[src/rtl/fifo_rd_pkg.sv]
`default_nettype none
// ============================================================================
// Module      : fifo_rd_pkg
// Description : Shared types, widths and the read-accept helper for the
//               FIFO burst reader.
// Revision    : 1.0 - initial release
// ============================================================================
package fifo_rd_pkg;

    localparam int DATA_W = 8;
    localparam int LEN_W  = 9;   // holds 1..256

    typedef enum logic [1:0] {
        IDLE  = 2'd0,
        BURST = 2'd1,
        DRAIN = 2'd2
    } state_t;

    // A read may be issued only when every term holds, so each request
    // pops exactly one byte and the returning byte always has a slot.
    function automatic logic read_accept(
        input state_t           st,
        input logic             fifo_ready,
        input logic             fifo_empty,
        input logic [LEN_W-1:0] remaining,
        input logic             credit_ok
    );
        return (st == BURST) && fifo_ready && !fifo_empty &&
               (remaining != '0) && credit_ok;
    endfunction

endpackage
`default_nettype wire

[src/rtl/fifo_rd_skid.sv]
`default_nettype none
// ============================================================================
// Module      : fifo_rd_skid
// Description : DEPTH-entry FIFO-ordered output buffer for the burst reader.
//               Absorbs bytes returning from the FIFO read latency while the
//               consumer stalls.
// Ports       : clk, resetn     - clock, async active-low reset
//               push, wdata     - write one byte
//               pop             - release the head entry
//               occ             - current occupancy (0..DEPTH)
//               head            - oldest entry
// Revision    : 1.0 - initial release
// ============================================================================
module fifo_rd_skid
    import fifo_rd_pkg::*;
#(
    parameter int DEPTH = 2
) (
    input  logic                       clk,
    input  logic                       resetn,
    input  logic                       push,
    input  logic [DATA_W-1:0]          wdata,
    input  logic                       pop,
    output logic [$clog2(DEPTH+1)-1:0] occ,
    output logic [DATA_W-1:0]          head
);

    localparam int OCC_W = $clog2(DEPTH + 1);
    localparam int PTR_W = $clog2(DEPTH);

    logic [DATA_W-1:0] mem [DEPTH];
    logic [PTR_W-1:0]  rd_ptr;
    logic [PTR_W-1:0]  wr_ptr;

    // Wrap explicitly so non-power-of-two depths work.
    function automatic logic [PTR_W-1:0] ptr_inc(input logic [PTR_W-1:0] p);
        return (p == PTR_W'(DEPTH - 1)) ? '0 : p + PTR_W'(1);
    endfunction

    always_ff @(posedge clk or negedge resetn) begin
        if (!resetn) begin
            for (int i = 0; i < DEPTH; i++) begin
                mem[i] <= '0;
            end
            rd_ptr <= '0;
            wr_ptr <= '0;
            occ    <= '0;
        end else begin
            if (push) begin
                mem[wr_ptr] <= wdata;
                wr_ptr      <= ptr_inc(wr_ptr);
            end
            if (pop) begin
                rd_ptr <= ptr_inc(rd_ptr);
            end
            case ({push, pop})
                2'b10:   occ <= occ + OCC_W'(1);
                2'b01:   occ <= occ - OCC_W'(1);
                default: occ <= occ;
            endcase
        end
    end

    assign head = mem[rd_ptr];

    // Credit logic upstream must make these unreachable.
    a_no_overflow: assert property (@(posedge clk) disable iff (!resetn)
        !(push && !pop && (occ == OCC_W'(DEPTH))));
    a_no_underflow: assert property (@(posedge clk) disable iff (!resetn)
        !(pop && (occ == '0)));

endmodule
`default_nettype wire

[src/rtl/fifo_burst_reader.sv]
`default_nettype none
// ============================================================================
// Module      : fifo_burst_reader
// Description : Read-side master for an 8-bit request/ready FIFO. On start
//               it pops burst_len bytes (0 = 256) and streams them over a
//               valid/ready interface with a last marker, sustaining one byte
//               per cycle by hiding the FIFO read latency behind a
//               credit-managed buffer.
// Ports       : clk, resetn            - clock, async active-low reset
//               start, burst_len       - burst request (ignored while busy)
//               i_rreq                 - read request to FIFO
//               o_rready, fifo_isempty - FIFO read-port status
//               rdata                  - FIFO data, one cycle after request
//               m_valid/m_data/m_last  - output stream
//               m_ready                - consumer ready
//               busy, done             - burst status, completion pulse
// Revision    : 1.0 - initial release
// ============================================================================
module fifo_burst_reader
    import fifo_rd_pkg::*;
#(
    parameter int DEPTH = 2
) (
    input  logic              clk,
    input  logic              resetn,
    input  logic              start,
    input  logic [7:0]        burst_len,
    output logic              i_rreq,
    input  logic              o_rready,
    input  logic              fifo_isempty,
    input  logic [DATA_W-1:0] rdata,
    output logic              m_valid,
    output logic [DATA_W-1:0] m_data,
    output logic              m_last,
    input  logic              m_ready,
    output logic              busy,
    output logic              done
);

    localparam int OCC_W = $clog2(DEPTH + 1);

    state_t           state;
    state_t           state_next;
    logic [LEN_W-1:0] remaining;
    logic [LEN_W-1:0] beats_out;
    logic [LEN_W-1:0] len_load;
    logic             inflight;
    logic             pop;
    logic             credit_ok;
    logic [OCC_W-1:0] occ;

    assign len_load = (burst_len == 8'd0) ? LEN_W'(256) : {1'b0, burst_len};
    assign pop      = m_valid && m_ready;

    // A slot freed by this cycle's pop may be reused by this cycle's read,
    // which is what keeps one byte per cycle with only DEPTH entries.
    assign credit_ok = (32'(occ) + 32'(inflight)) < (32'(DEPTH) + 32'(pop));

    assign i_rreq = read_accept(state, o_rready, fifo_isempty, remaining, credit_ok);

    fifo_rd_skid #(
        .DEPTH (DEPTH)
    ) u_skid (
        .clk    (clk),
        .resetn (resetn),
        .push   (inflight),
        .wdata  (rdata),
        .pop    (pop),
        .occ    (occ),
        .head   (m_data)
    );

    assign m_valid = (occ != '0);
    assign m_last  = m_valid && (beats_out == LEN_W'(1));

    always_ff @(posedge clk or negedge resetn) begin
        if (!resetn) begin
            state <= IDLE;
        end else begin
            state <= state_next;
        end
    end

    always_comb begin
        state_next = state;
        busy       = 1'b0;
        case (state)
            IDLE: begin
                if (start) begin
                    state_next = BURST;
                end
            end
            BURST: begin
                busy = 1'b1;
                if (i_rreq && (remaining == LEN_W'(1))) begin
                    state_next = DRAIN;
                end
            end
            DRAIN: begin
                busy = 1'b1;
                if (pop && (beats_out == LEN_W'(1))) begin
                    state_next = IDLE;
                end
            end
            default: state_next = IDLE;
        endcase
    end

    // inflight is cleared by reset, so a byte requested just before reset
    // is never written into the buffer when it returns.
    always_ff @(posedge clk or negedge resetn) begin
        if (!resetn) begin
            remaining <= '0;
            beats_out <= '0;
            inflight  <= 1'b0;
            done      <= 1'b0;
        end else begin
            inflight <= i_rreq;
            done     <= (state == DRAIN) && pop && (beats_out == LEN_W'(1));
            if ((state == IDLE) && start) begin
                remaining <= len_load;
                beats_out <= len_load;
            end else begin
                if (i_rreq) begin
                    remaining <= remaining - LEN_W'(1);
                end
                if (pop) begin
                    beats_out <= beats_out - LEN_W'(1);
                end
            end
        end
    end

endmodule
`default_nettype wire

[config.mk]
export PLATFORM = sky130hd
export DESIGN_NAME = fifo_burst_reader
export DESIGN_NICKNAME = d
export VERILOG_FILES = /design/src/rtl/fifo_rd_pkg.sv /design/src/rtl/fifo_rd_skid.sv /design/src/rtl/fifo_burst_reader.sv
export SDC_FILE = /design/constraint.sdc
export NUM_CORES = 1
export LEC_CHECK = 0
export CELL_PAD_IN_SITES_DETAIL_PLACEMENT = 1
export CELL_PAD_IN_SITES_GLOBAL_PLACEMENT = 2
export CORE_MARGIN = 2
export CORE_UTILIZATION = 31
export DETAILED_ROUTE_END_ITERATION = 10
export PLACE_DENSITY_LB_ADDON = 0.1
export SETUP_SLACK_MARGIN = 0.02
export SLEW_MARGIN = 20
export SYNTH_ARGS = -nofsm -noshare
export SYNTH_HDL_FRONTEND = slang
export SYNTH_SLANG_ARGS = --single-unit
[constraint.sdc]
create_clock -name clk -period 2.4 [get_ports clk]
set_clock_uncertainty 0.1 [all_clocks]
set_input_delay 0.48 -clock clk [delete_from_list [all_inputs] [get_ports clk]]
set_output_delay 0.48 -clock clk [all_outputs]
set_load 0.005 [all_outputs]
==> results of run 1 <==
sequential cells by signal, summed over array words and instances (netlist names):
name and count:
u_skid.mem 16, beats_out 9, remaining 9, state 2
u_skid.occ 2, done 1, inflight 1, u_skid.rd_ptr 1
u_skid.wr_ptr 1
layout by cell type (no fill, tap or decap), types with 3 or more instances in the layout:
master            n
a21oi_1          10
a31oi_1           4
buf_4            42
buf_6             3
clkbuf_8          5
clkdlybuf4s50_1  31
dfrtp_1          41
ha_1             10
inv_1             7
mux2_2           24
nand2_1           7
nand3_1           3
nand4_1           3
nor2_1           16
nor3_1            3
o21ai_0           3
o31ai_1           4
or4_4             6
xnor2_1          10
xor2_1            4
power groups by stage:
stage                     Sequential (mW)  Clock, mW  Combinational, mW
final                                1.28      0.485               1.87
after global routing                 1.31      0.534               2.06
after CTS                            1.28      0.499               1.77
after detailed placement             1.28          0               1.67
after global placement               1.24          0               1.60
after floorplan                      1.22          0              0.906
cell families after synthesis:
group,after synthesis
compound gates,30
flops,42
simple gates,56
mux,26
fa+ha+maj,13
buf+inv,14
xor+xnor,14
final timing paths:
path / start / to / slack, ns / depth (start not counted)
min in group clk: u_skid.wr_ptr$_DFFE_PN0P_ / u_skid.wr_ptr$_DFFE_PN0P_ / 0.40 / 1
worst min register to register: u_skid.wr_ptr$_DFFE_PN0P_ / u_skid.wr_ptr$_DFFE_PN0P_ / 0.40 / 1
worst max register to register: u_skid.occ[0]$_DFFE_PN0P_ / remaining[7]$_DFFE_PN0P_ / 0.01 / 9
worst max-delay path: remaining[7]$_DFFE_PN0P_ / i_rreq / -0.11 / 5
max in group asynchronous: resetn / u_skid.rd_ptr$_DFFE_PN0P_ / 1.66 / 2
worst min-delay path: resetn / u_skid.mem[15]$_DFFE_PN0P_ / 0.14 / 2
metrics by stage:
step	utilization, %	worst slack [ns]
floorplan	-	0.0329
detailed placement	41.9	-0.300
global route	46.2	-0.163
CTS	44.8	-0.114
global placement	41.9	-0.237
finish	46.2	-0.106
layer usage:
| metal | up-vias | share of wire [%] | track usage [%] |
|---|---|---|---|
| li1 | 865 | - | - |
| met1 | 921 | 41 | 17.9 |
| met2 | 36 | 54 | 29.0 |
| met3 | 6 | 3.8 | 3.36 |
| met4 | 0 | 0.84 | 3.31 |
| met5 | - | 0 | 0 |
repair_timing:
item / CTS / global route
endpoints found under the setup margin: 8 / 14
setup buffers: 9 / 7
pin swaps: 11 / 11
resized for setup: 21 / 10
hold buffers: 0 / 0
gates cloned: 0 / 0
cell type report:
class | count | area (µm²) | area share [%]
clock inverter | 3 | 23.8 | 0.754
clock buffer | 5 | 68.8 | 2.18
sequential | 42 | 1050 | 33.4
inverter | 10 | 40.0 | 1.27
timing repair buffer | 78 | 669 | 21.2
multi-input combinational | 139 | 1180 | 37.4
tap | 96 | 120 | 3.81
==> impl_metrics.csv, run 1 <==
group,metric,value,unit
detailed_routing,routed_wirelength,5740,µm
sta,slew_headroom,63.3,%
worst_setup_path,start_kind,"register",
clock_network,clk_pin_slew_worst_paths,0.09,ns
clock_network,htree_levels,2,
run,cap_viol_max_count,0,
synthesis,synthAdderAreaFrac,7.38,%
sta,setup_viol,1,
placed_design,placed_area,2860,µm²
synthesis,ys_async_sr_fraction,100,%
sta,hold_slack,0.141,ns
floorplanning,core_area,6830,µm²
worst_setup_path,cp_top_family,"simple AND/OR/NAND/NOR gates",
floorplanning,io_pins,35,
clock_network,clk_path_buf_depth,2,
floorplanning,start_util,32.3,%
detailed_routing,postRouteAntennaNets,0,
power_and_ir_drop,p_seq_share,35.2,%
run_status,status,"complete, but fails checks",
sta,setup_ws,-0.106,ns
placed_design,dp_hpwl,4280,µm
sta,slew_viol_final,0,
power_and_ir_drop,p_leak,1.34,nW
synthesis,syn_nets,230,
power_and_ir_drop,p_per_area,1150,nW/µm²
synthesis,synth_top_family_by_area,"simple AND/OR/NAND/NOR gates",
worst_setup_path,critPathKind,"reg2out",
power_and_ir_drop,power_frac_comb,51.4,%
clock_network,clk_latency,0.30,ns
detailed_routing,drt-initial-drc-count,41,
placed_design,place.gp.congestion,0.758,
global_route,grt_max_degree,43,
final_layout,syn_to_final_growth,43.2,%
worst_setup_path,cp_common_cell,"or4_4",
clock_network,cts_made_buffers,5,
floorplanning,die_x,88.3,µm
global_route,grt_usage,15.4,%
synthesis,synth.largest_area_cell,"dfrtp_1",
synthesis,synth_compound_gate_area_share,8.69,%
worst_setup_path,path_max_fanout,2,
synthesis,muxShareOfSynthArea,13.3,%
detailed_routing,viasPerCell,4.90,
power_and_ir_drop,switching_share,35.1,%
final_layout,fill_cells,771,
final_layout,fin_area,3150,µm²
run_status,violations,"negative setup slack",
worst_setup_path,crit_path_end_kind,"primary output",
worst_setup_path,arrival,1.93,ns
hold_path,hold_path.class,"in2async",
detailed_routing,wl_per_cell,15.4,µm
worst_setup_path,cp_slowest_cell,"or4_4",
clock_network,root_buffer,"clkbuf_8",
synthesis,ys_seq_elements,42,
synthesis,yosysUniqueCellTypes,39,
floorplanning,die_area,7800,µm²
synthesis,syn_avg_cell_area,11.3,µm²
worst_setup_path,critPathBufInv,2,
power_and_ir_drop,finalPower,3.63,mW
synthesis,synth_area,2200,µm²
synthesis,synth_edf_count,0,
global_route,grt_overflow,0,
clock_network,clock_sinks,42,
sta,setup_tns,-0.106,ns
synthesis,synthCells,195,
worst_setup_path,cp.required,1.82,ns
detailed_routing,dr.pass1.iters,5,
sta,final.min_clock_period,2.51,ns
final_layout,drive_above_1_share,37.2,%
power_and_ir_drop,p_int,2.35,mW
detailed_routing,dr_total_vias,1828,
sta,tightest_slew,0.551,ns
global_route,antenna_found_initial,0,
placed_design,port_buffers,34,
synthesis,synth_xor_area_share,5.57,%
synthesis,yosys-top-cells-area,"dfrtp_1 48%, mux2_2 13%, ha_1 7.4%",
final_layout,n_antenna_cell,0,
sta,max_freq,0.399,GHz
power_and_ir_drop,vdd_drop_max,0.000409,V
sta,rsz0062_at_grt,"yes",
synthesis,synth_top_area_share,47.7,%
floorplanning,dieHeight,88.3,µm
power_and_ir_drop,clockPowerShare,13.4,%
synthesis,synth-simple-area-share,14.5,%
worst_setup_path,crit_path_cell_trace,"or4_4 > or4_4 > nand3_4 > inv_4 > buf_6",
synthesis,synth_most_common_cell,"dfrtp_1",
placed_design,dp_cells,350,
global_route,grt_pass1_vias,1945,
synthesis,seq_area_frac_synth,47.7,%
synthesis,ys.flop_type,"dfrtp_1",
sta,hold_viol_final,0,
sta,finalCritPeriodShare,104,%
synthesis,ys_warn_count,0,
worst_setup_path,slowest_delay,0.54,ns
synthesis,synthTopCellsByCount,"42 x dfrtp_1, 26 x mux2_2, 16 x nor2_1",
final_layout,final_cell_count_no_fill,373,
detailed_routing,drc,0,
floorplanning,rows,30,
power_and_ir_drop,switchingPower,1.27,mW
clock_network,cts_tree,"yes",
final_layout,nets,311,
global_route,grt_pass1_wl,9140,µm
Note: power is estimated with default switching activity, not from simulation.
==> run 2, diff against run 1 <==
--- a/config.mk
+++ b/config.mk
@@ -16,3 +16,4 @@
 export SYNTH_ARGS = -nofsm -noshare
 export SYNTH_HDL_FRONTEND = slang
 export SYNTH_SLANG_ARGS = --single-unit
+export TNS_END_PERCENT = 30
==> run 2 against run 1 <==
  * The run still ends with negative setup slack left
  * Die area unchanged
  * Hold slack better by 0.0021 ns
  * Register-to-register slack better by 0.02 ns
  * Setup slack improved by 0.00058 ns
  * Sequential power about the same
  * Power decreased by 2.4%
  * Combinational power is 5% lower
  * First-iteration DRC count is 59% higher
  * Wire length about the same
  * Final cell count fell by 1.6%
  * Clock power about the same
  * Via count is 1.7% lower
  * Highest routed layer unchanged
==> impl_metrics.csv, run 2 (synthesis gave the netlist of run 1 again) <==
group,metric,value,unit
sta,final.min_clock_period,2.51,ns
worst_setup_path,reg2reg_to,"remaining[6]$_DFFE_PN0P_",
global_route,grt_max_degree,43,
power_and_ir_drop,p_leak,1.31,nW
power_and_ir_drop,vdd_drop_max,0.000372,V
detailed_routing,postRouteAntennaNets,0,
placed_design,place.gp.congestion,0.758,
final_layout,final_common_cell,"dfrtp_1",
final_layout,nets,305,
detailed_routing,drc,0,
detailed_routing,wl_met2,3120,µm
floorplanning,die_x,88.3,µm
detailed_routing,dr_total_vias,1797,
detailed_routing,viasPerCell,4.90,
worst_setup_path,crit_path_end_kind,"primary output",
final_layout,ff_latch_area,1050,µm²
global_route,antenna_found_initial,0,
worst_setup_path,cp.required,1.82,ns
detailed_routing,wl_met3,218,µm
sta,finalCritPeriodShare,104,%
detailed_routing,m1WireLength,2340,µm
final_layout,n_antenna_cell,0,
run_status,violations,"negative setup slack",
global_route,grt_pass1_vias,1944,
sta,slew_headroom,63.2,%
global_route,grt_overflow,0,
worst_setup_path,rrSetupSlack,0.03,ns
worst_setup_path,critPathKind,"reg2out",
sta,rsz0062_at_grt,"yes",
worst_setup_path,path_max_fanout,2,
detailed_routing,highest_layer,"met4",
clock_network,htree_levels,2,
final_layout,regMostFlops,"u_skid.mem",
sta,hold_viol_final,0,
global_route,grt_usage,15.4,%
floorplanning,core_area,6830,µm²
floorplanning,dieHeight,88.3,µm
clock_network,cts_tree,"yes",
final_layout,multiInputGateArea,1160,µm²
clock_network,cts_made_buffers,5,
placed_design,placed_area,2860,µm²
sta,setup_viol,1,
worst_setup_path,r2r_cells,9,
floorplanning,start_util,32.3,%
final_layout,largest_register_ffs,16,
detailed_routing,routed_wirelength,5740,µm
sta,setup_ws,-0.106,ns
clock_network,clock_sinks,42,
placed_design,port_buffers,34,
placed_design,dp_cells,350,
final_layout,fill_cells,772,
placed_design,dp_hpwl,4280,µm
final_layout,syn_to_final_growth,40.6,%
clock_network,root_buffer,"clkbuf_8",
worst_setup_path,start_kind,"register",
power_and_ir_drop,finalPower,3.54,mW
run,cap_viol_max_count,0,
clock_network,clk_latency,0.30,ns
worst_setup_path,reg2reg_from,"inflight$_DFF_PN0_",
floorplanning,io_pins,35,
clock_network,clk_pin_slew_worst_paths,0.09,ns
final_layout,mostFrequentLayoutCells,"41 x dfrtp_1, 35 x buf_4, 31 x clkdlybuf4s50_1",
worst_setup_path,arrival,1.93,ns
sta,slew_viol_final,0,
detailed_routing,drt-initial-drc-count,65,
floorplanning,die_area,7800,µm²
run_status,status,"complete, but fails checks",
power_and_ir_drop,p_per_area,1140,nW/µm²
hold_path,hold_path.class,"in2async",
final_layout,final_cell_count_no_fill,367,
sta,hold_slack,0.143,ns
global_route,grt_pass1_wl,9130,µm
final_layout,drive_above_1_share,35.8,%
floorplanning,rows,30,
final_layout,reg.largest.list,"u_skid.mem x16, beats_out x9, remaining x9",
detailed_routing,dr.pass1.iters,4,
clock_network,clk_path_buf_depth,2,
sta,max_freq,0.399,GHz
sta,tightest_slew,0.553,ns
final_layout,fin_area,3100,µm²
detailed_routing,wl_per_cell,15.6,µm
[run 2: cell count changes in the layout (fill, tap and decap cells not counted)]
| cell | before | now |
|---|---|---|
| a31oi_1 | 4 | 5 |
| buf_6 | 3 | 4 |
| mux2_4 | 2 | 0 |
| nand2_1 | 7 | 6 |
| or3_2 | 1 | 2 |
| mux2_2 | 24 | 26 |
| a31oi_2 | 1 | 0 |
| or3_4 | 1 | 0 |
| nand2_2 | 0 | 1 |
| buf_4 | 42 | 35 |
[run 2: what timing repair did]
item / in CTS / in global routing
endpoints found under the hold margin: 0 / 0
buffers inserted: 6 / 4
pin swaps: 10 / 8
gates resized for setup: 21 / 8
setup endpoints to repair: 8 / 15
hold buffers: 0 / 0
[run 2: metal layers]
metal,vias to the layer above,GRT usage [%]
met2,34,29.4
met5,-,0
li1,852,-
met3,8,3.36
met1,903,17.6
met4,0,3.31
[run 2: layout make-up]
cell class	instances	share of cell area (%)
Timing Repair Buffer	72	20.3
Multi-Input combinational cell	139	37.6
Clock buffer	5	2.22
Inverter	10	1.29
Clock inverter	3	0.767
Tap cell	96	3.88
Sequential cell	42	34.0
[run 2: how the worst max path moves through the flow]
stage,start,end,slack [ns],depth (start not counted)
after global placement,m_ready,remaining[5]$_DFFE_PN0P_,-0.24,7
after floorplan,u_skid.occ[0]$_DFFE_PN0P_,remaining[6]$_DFFE_PN0P_,0.03,7
after global routing,remaining[7]$_DFFE_PN0P_,i_rreq,-0.17,5
after detailed placement,m_ready,remaining[5]$_DFFE_PN0P_,-0.30,7
final,remaining[7]$_DFFE_PN0P_,i_rreq,-0.11,5
after CTS,remaining[7]$_DFFE_PN0P_,i_rreq,-0.11,5
[run 2: metrics by stage]
stage / worst slack, ns / TNS [ns] / util [%]
finish: -0.106 / -0.106 / 45.3
global route: -0.168 / -0.323 / 45.3
CTS: -0.114 / -0.261 / 44.5
detailed placement: -0.300 / -1.78 / 41.9
global placement: -0.237 / -1.41 / 41.9
floorplan: 0.0329 / 0 / -
[run 2: worst max-delay path: stages, from the launching register on]
cell and delay, ns:
dfrtp_1 0.39, or4_4 0.55, or4_4 0.45, nand3_4 0.10, inv_4 0.04, buf_6 0.10
[run 2: power breakdown]
group | switching, mW | internal (mW) | leakage (nW)
clock network | 0.274 | 0.208 | 0.0408
registers | 0.243 | 1.03 | 0.498
logic | 0.734 | 1.05 | 0.768
total | 1.25 | 2.29 | 1.31
==> run 3, diff against run 2 <==
--- a/config.mk
+++ b/config.mk
@@ -10,9 +10,10 @@
 export CORE_MARGIN = 2
 export CORE_UTILIZATION = 31
 export DETAILED_ROUTE_END_ITERATION = 10
+export MAX_ROUTING_LAYER = met4
 export PLACE_DENSITY_LB_ADDON = 0.1
 export SETUP_SLACK_MARGIN = 0.02
-export SLEW_MARGIN = 20
+export SLEW_MARGIN = 0
 export SYNTH_ARGS = -nofsm -noshare
 export SYNTH_HDL_FRONTEND = slang
 export SYNTH_SLANG_ARGS = --single-unit
==> run 3 against run 2 <==
  * The run still ends with negative setup slack left
  * Sequential share of layout area did not move
  * Final cell count did not move
  * Hold slack barely moved
  * Maximum frequency barely moved
  * Register-to-register slack barely moved
  * Combinational power barely moved
  * Critical path type unchanged
  * Wire length rose by 0.17%
  * Largest power group unchanged
  * Critical path depth did not move
  * Non-clock buffer count did not move
  * Global-route usage rose by 0.48 points
==> impl_metrics.csv, run 3 (synthesis gave the netlist of run 1 again) <==
group,metric,value,unit
run_status,status,"complete, but fails checks",
power_and_ir_drop,clockPowerShare,13.6,%
power_and_ir_drop,p_per_area,1140,nW/µm²
power_and_ir_drop,power_frac_comb,50.3,%
worst_setup_path,crit_path_cell_trace,"or4_4 > or4_4 > nand3_4 > inv_4 > buf_6",
detailed_routing,wl_met3,190,µm
floorplanning,start_util,32.3,%
global_route,grt_overflow,0,
final_layout,nets,305,
detailed_routing,m1WireLength,2380,µm
clock_network,clk_path_buf_depth,2,
placed_design,place.gp.congestion,0.768,
final_layout,regMostFlops,"u_skid.mem",
detailed_routing,dr.pass1.iters,4,
global_route,grt_max_degree,43,
power_and_ir_drop,p_leak,1.31,nW
worst_setup_path,critPathBufInv,2,
worst_setup_path,crit_path_end_kind,"primary output",
clock_network,clk_latency,0.30,ns
global_route,grt_usage,15.9,%
placed_design,port_buffers,34,
final_layout,final_common_cell,"dfrtp_1",
clock_network,htree_levels,2,
sta,slew_headroom,63.0,%
worst_setup_path,critPathKind,"reg2out",
detailed_routing,viasPerCell,4.89,
worst_setup_path,start_kind,"register",
detailed_routing,wl_per_cell,15.7,µm
sta,final.min_clock_period,2.51,ns
final_layout,mostFrequentLayoutCells,"41 x dfrtp_1, 35 x buf_4, 31 x clkdlybuf4s50_1",
floorplanning,io_pins,35,
placed_design,dp_hpwl,4280,µm
sta,setup_viol,1,
detailed_routing,routed_wirelength,5750,µm
clock_network,root_buffer,"clkbuf_8",
detailed_routing,postRouteAntennaNets,0,
detailed_routing,drt-initial-drc-count,59,
detailed_routing,highest_layer,"met4",
sta,finalCritPeriodShare,104,%
power_and_ir_drop,switchingPower,1.25,mW
floorplanning,core_area,6830,µm²
floorplanning,dieHeight,88.3,µm
worst_setup_path,path_max_fanout,2,
worst_setup_path,cp_common_cell,"or4_4",
power_and_ir_drop,p_int,2.29,mW
worst_setup_path,cp_slowest_cell,"or4_4",
final_layout,post-route-util,45.3,%
hold_path,hold_path.class,"in2async",
final_layout,syn_to_final_growth,40.6,%
global_route,grt_pass1_vias,1943,
clock_network,clk_pin_slew_worst_paths,0.09,ns
final_layout,n_antenna_cell,0,
sta,max_freq,0.399,GHz
global_route,grt_pass1_wl,9130,µm
detailed_routing,dr_total_vias,1795,
worst_setup_path,cp_top_family,"simple AND/OR/NAND/NOR gates",
sta,hold_slack,0.143,ns
clock_network,clock_sinks,42,
sta,tightest_slew,0.555,ns
sta,rsz0062_at_grt,"yes",
power_and_ir_drop,vdd_drop_max,0.000374,V
detailed_routing,wl_met2,3110,µm
sta,setup_tns,-0.106,ns
global_route,antenna_found_initial,0,
clock_network,cts_made_buffers,5,
power_and_ir_drop,switching_share,35.3,%
clock_network,cts_tree,"yes",
detailed_routing,drc,0,
power_and_ir_drop,finalPower,3.54,mW
run,cap_viol_max_count,0,
sta,setup_ws,-0.106,ns
final_layout,drive_above_1_share,35.8,%
placed_design,placed_area,2860,µm²
run_status,violations,"negative setup slack",
floorplanning,die_x,88.3,µm
floorplanning,die_area,7800,µm²
worst_setup_path,arrival,1.93,ns
power_and_ir_drop,p_seq_share,36.0,%
worst_setup_path,slowest_delay,0.55,ns
final_layout,largest_register_ffs,16,
worst_setup_path,cp.required,1.82,ns
floorplanning,rows,30,
final_layout,fin_area,3100,µm²
final_layout,reg.largest.list,"u_skid.mem x16, beats_out x9, remaining x9",
sta,slew_viol_final,0,
sta,hold_viol_final,0,
## run 3: cell counts in the layout (fill, tap and decap cells not counted)
Identical to the previous run, type by type.
## run 3: cell type report
| class | instances | area, µm² |
|---|---|---|
| Fill cell | 772 | 3730 |
| Multi-Input combinational cell | 139 | 1160 |
| Sequential cell | 42 | 1050 |
| Timing Repair Buffer | 72 | 628 |
| Tap cell | 96 | 120 |
| Clock buffer | 5 | 68.8 |
| Inverter | 10 | 40.0 |
| Clock inverter | 3 | 23.8 |
## run 3: final timing paths
check / slack, ns / end / start / depth (start not counted)
setup / recovery: -0.11 / i_rreq / remaining[7]$_DFFE_PN0P_ / 5
hold / removal: 0.14 / u_skid.mem[15]$_DFFE_PN0P_ / resetn / 2
setup reg to reg: 0.04 / remaining[6]$_DFFE_PN0P_ / u_skid.occ[0]$_DFFE_PN0P_ / 9
hold reg to reg: 0.40 / u_skid.wr_ptr$_DFFE_PN0P_ / u_skid.wr_ptr$_DFFE_PN0P_ / 1
max in group asynchronous: 1.65 / u_skid.rd_ptr$_DFFE_PN0P_ / resetn / 2
min in group clk: 0.40 / u_skid.wr_ptr$_DFFE_PN0P_ / u_skid.wr_ptr$_DFFE_PN0P_ / 1
## run 3: power groups by stage
| stage | combinational, mW | sequential [mW] | clock [mW] |
|---|---|---|---|
| 2_1_floorplan | 0.906 | 1.22 | 0 |
| 3_3_place_gp | 1.60 | 1.24 | 0 |
| 3_5_place_dp | 1.67 | 1.28 | 0 |
| 4_1_cts | 1.74 | 1.28 | 0.499 |
| 5_1_grt | 1.97 | 1.32 | 0.534 |
| 6_report | 1.78 | 1.28 | 0.483 |
## run 3: through the flow
step | setup slack, ns | std cells
floorplan | 0.0329 | 195
global placement | -0.237 | 350
detailed placement | -0.300 | 350
CTS | -0.114 | 363
global route | -0.168 | 367
finish | -0.106 | 367
## run 3: what timing repair did
| action | in CTS | in global routing |
|---|---|---|
| gates cloned | 0 | 0 |
| setup buffers | 6 | 4 |
| setup endpoints to repair | 8 | 15 |
| pin swaps | 10 | 8 |
| gates resized for setup | 21 | 8 |
| hold buffers | 0 | 0 |
## run 3: worst register-to-register path: stages, from the launching register on
cell,delay [ns]
dfrtp_1,0.40
ha_2,0.19
ha_4,0.16
nor4bb_4,0.26
buf_4,0.17
nand3_4,0.10
buf_6,0.17
buf_4,0.14
or4_4,0.46
a31oi_1,0.14
## run 3: routing by layer
layer	vias up	track usage [%]
met5	-	-
met2	31	29.4
li1	849	-
met1	907	17.6
met4	0	3.31
met3	8	3.36
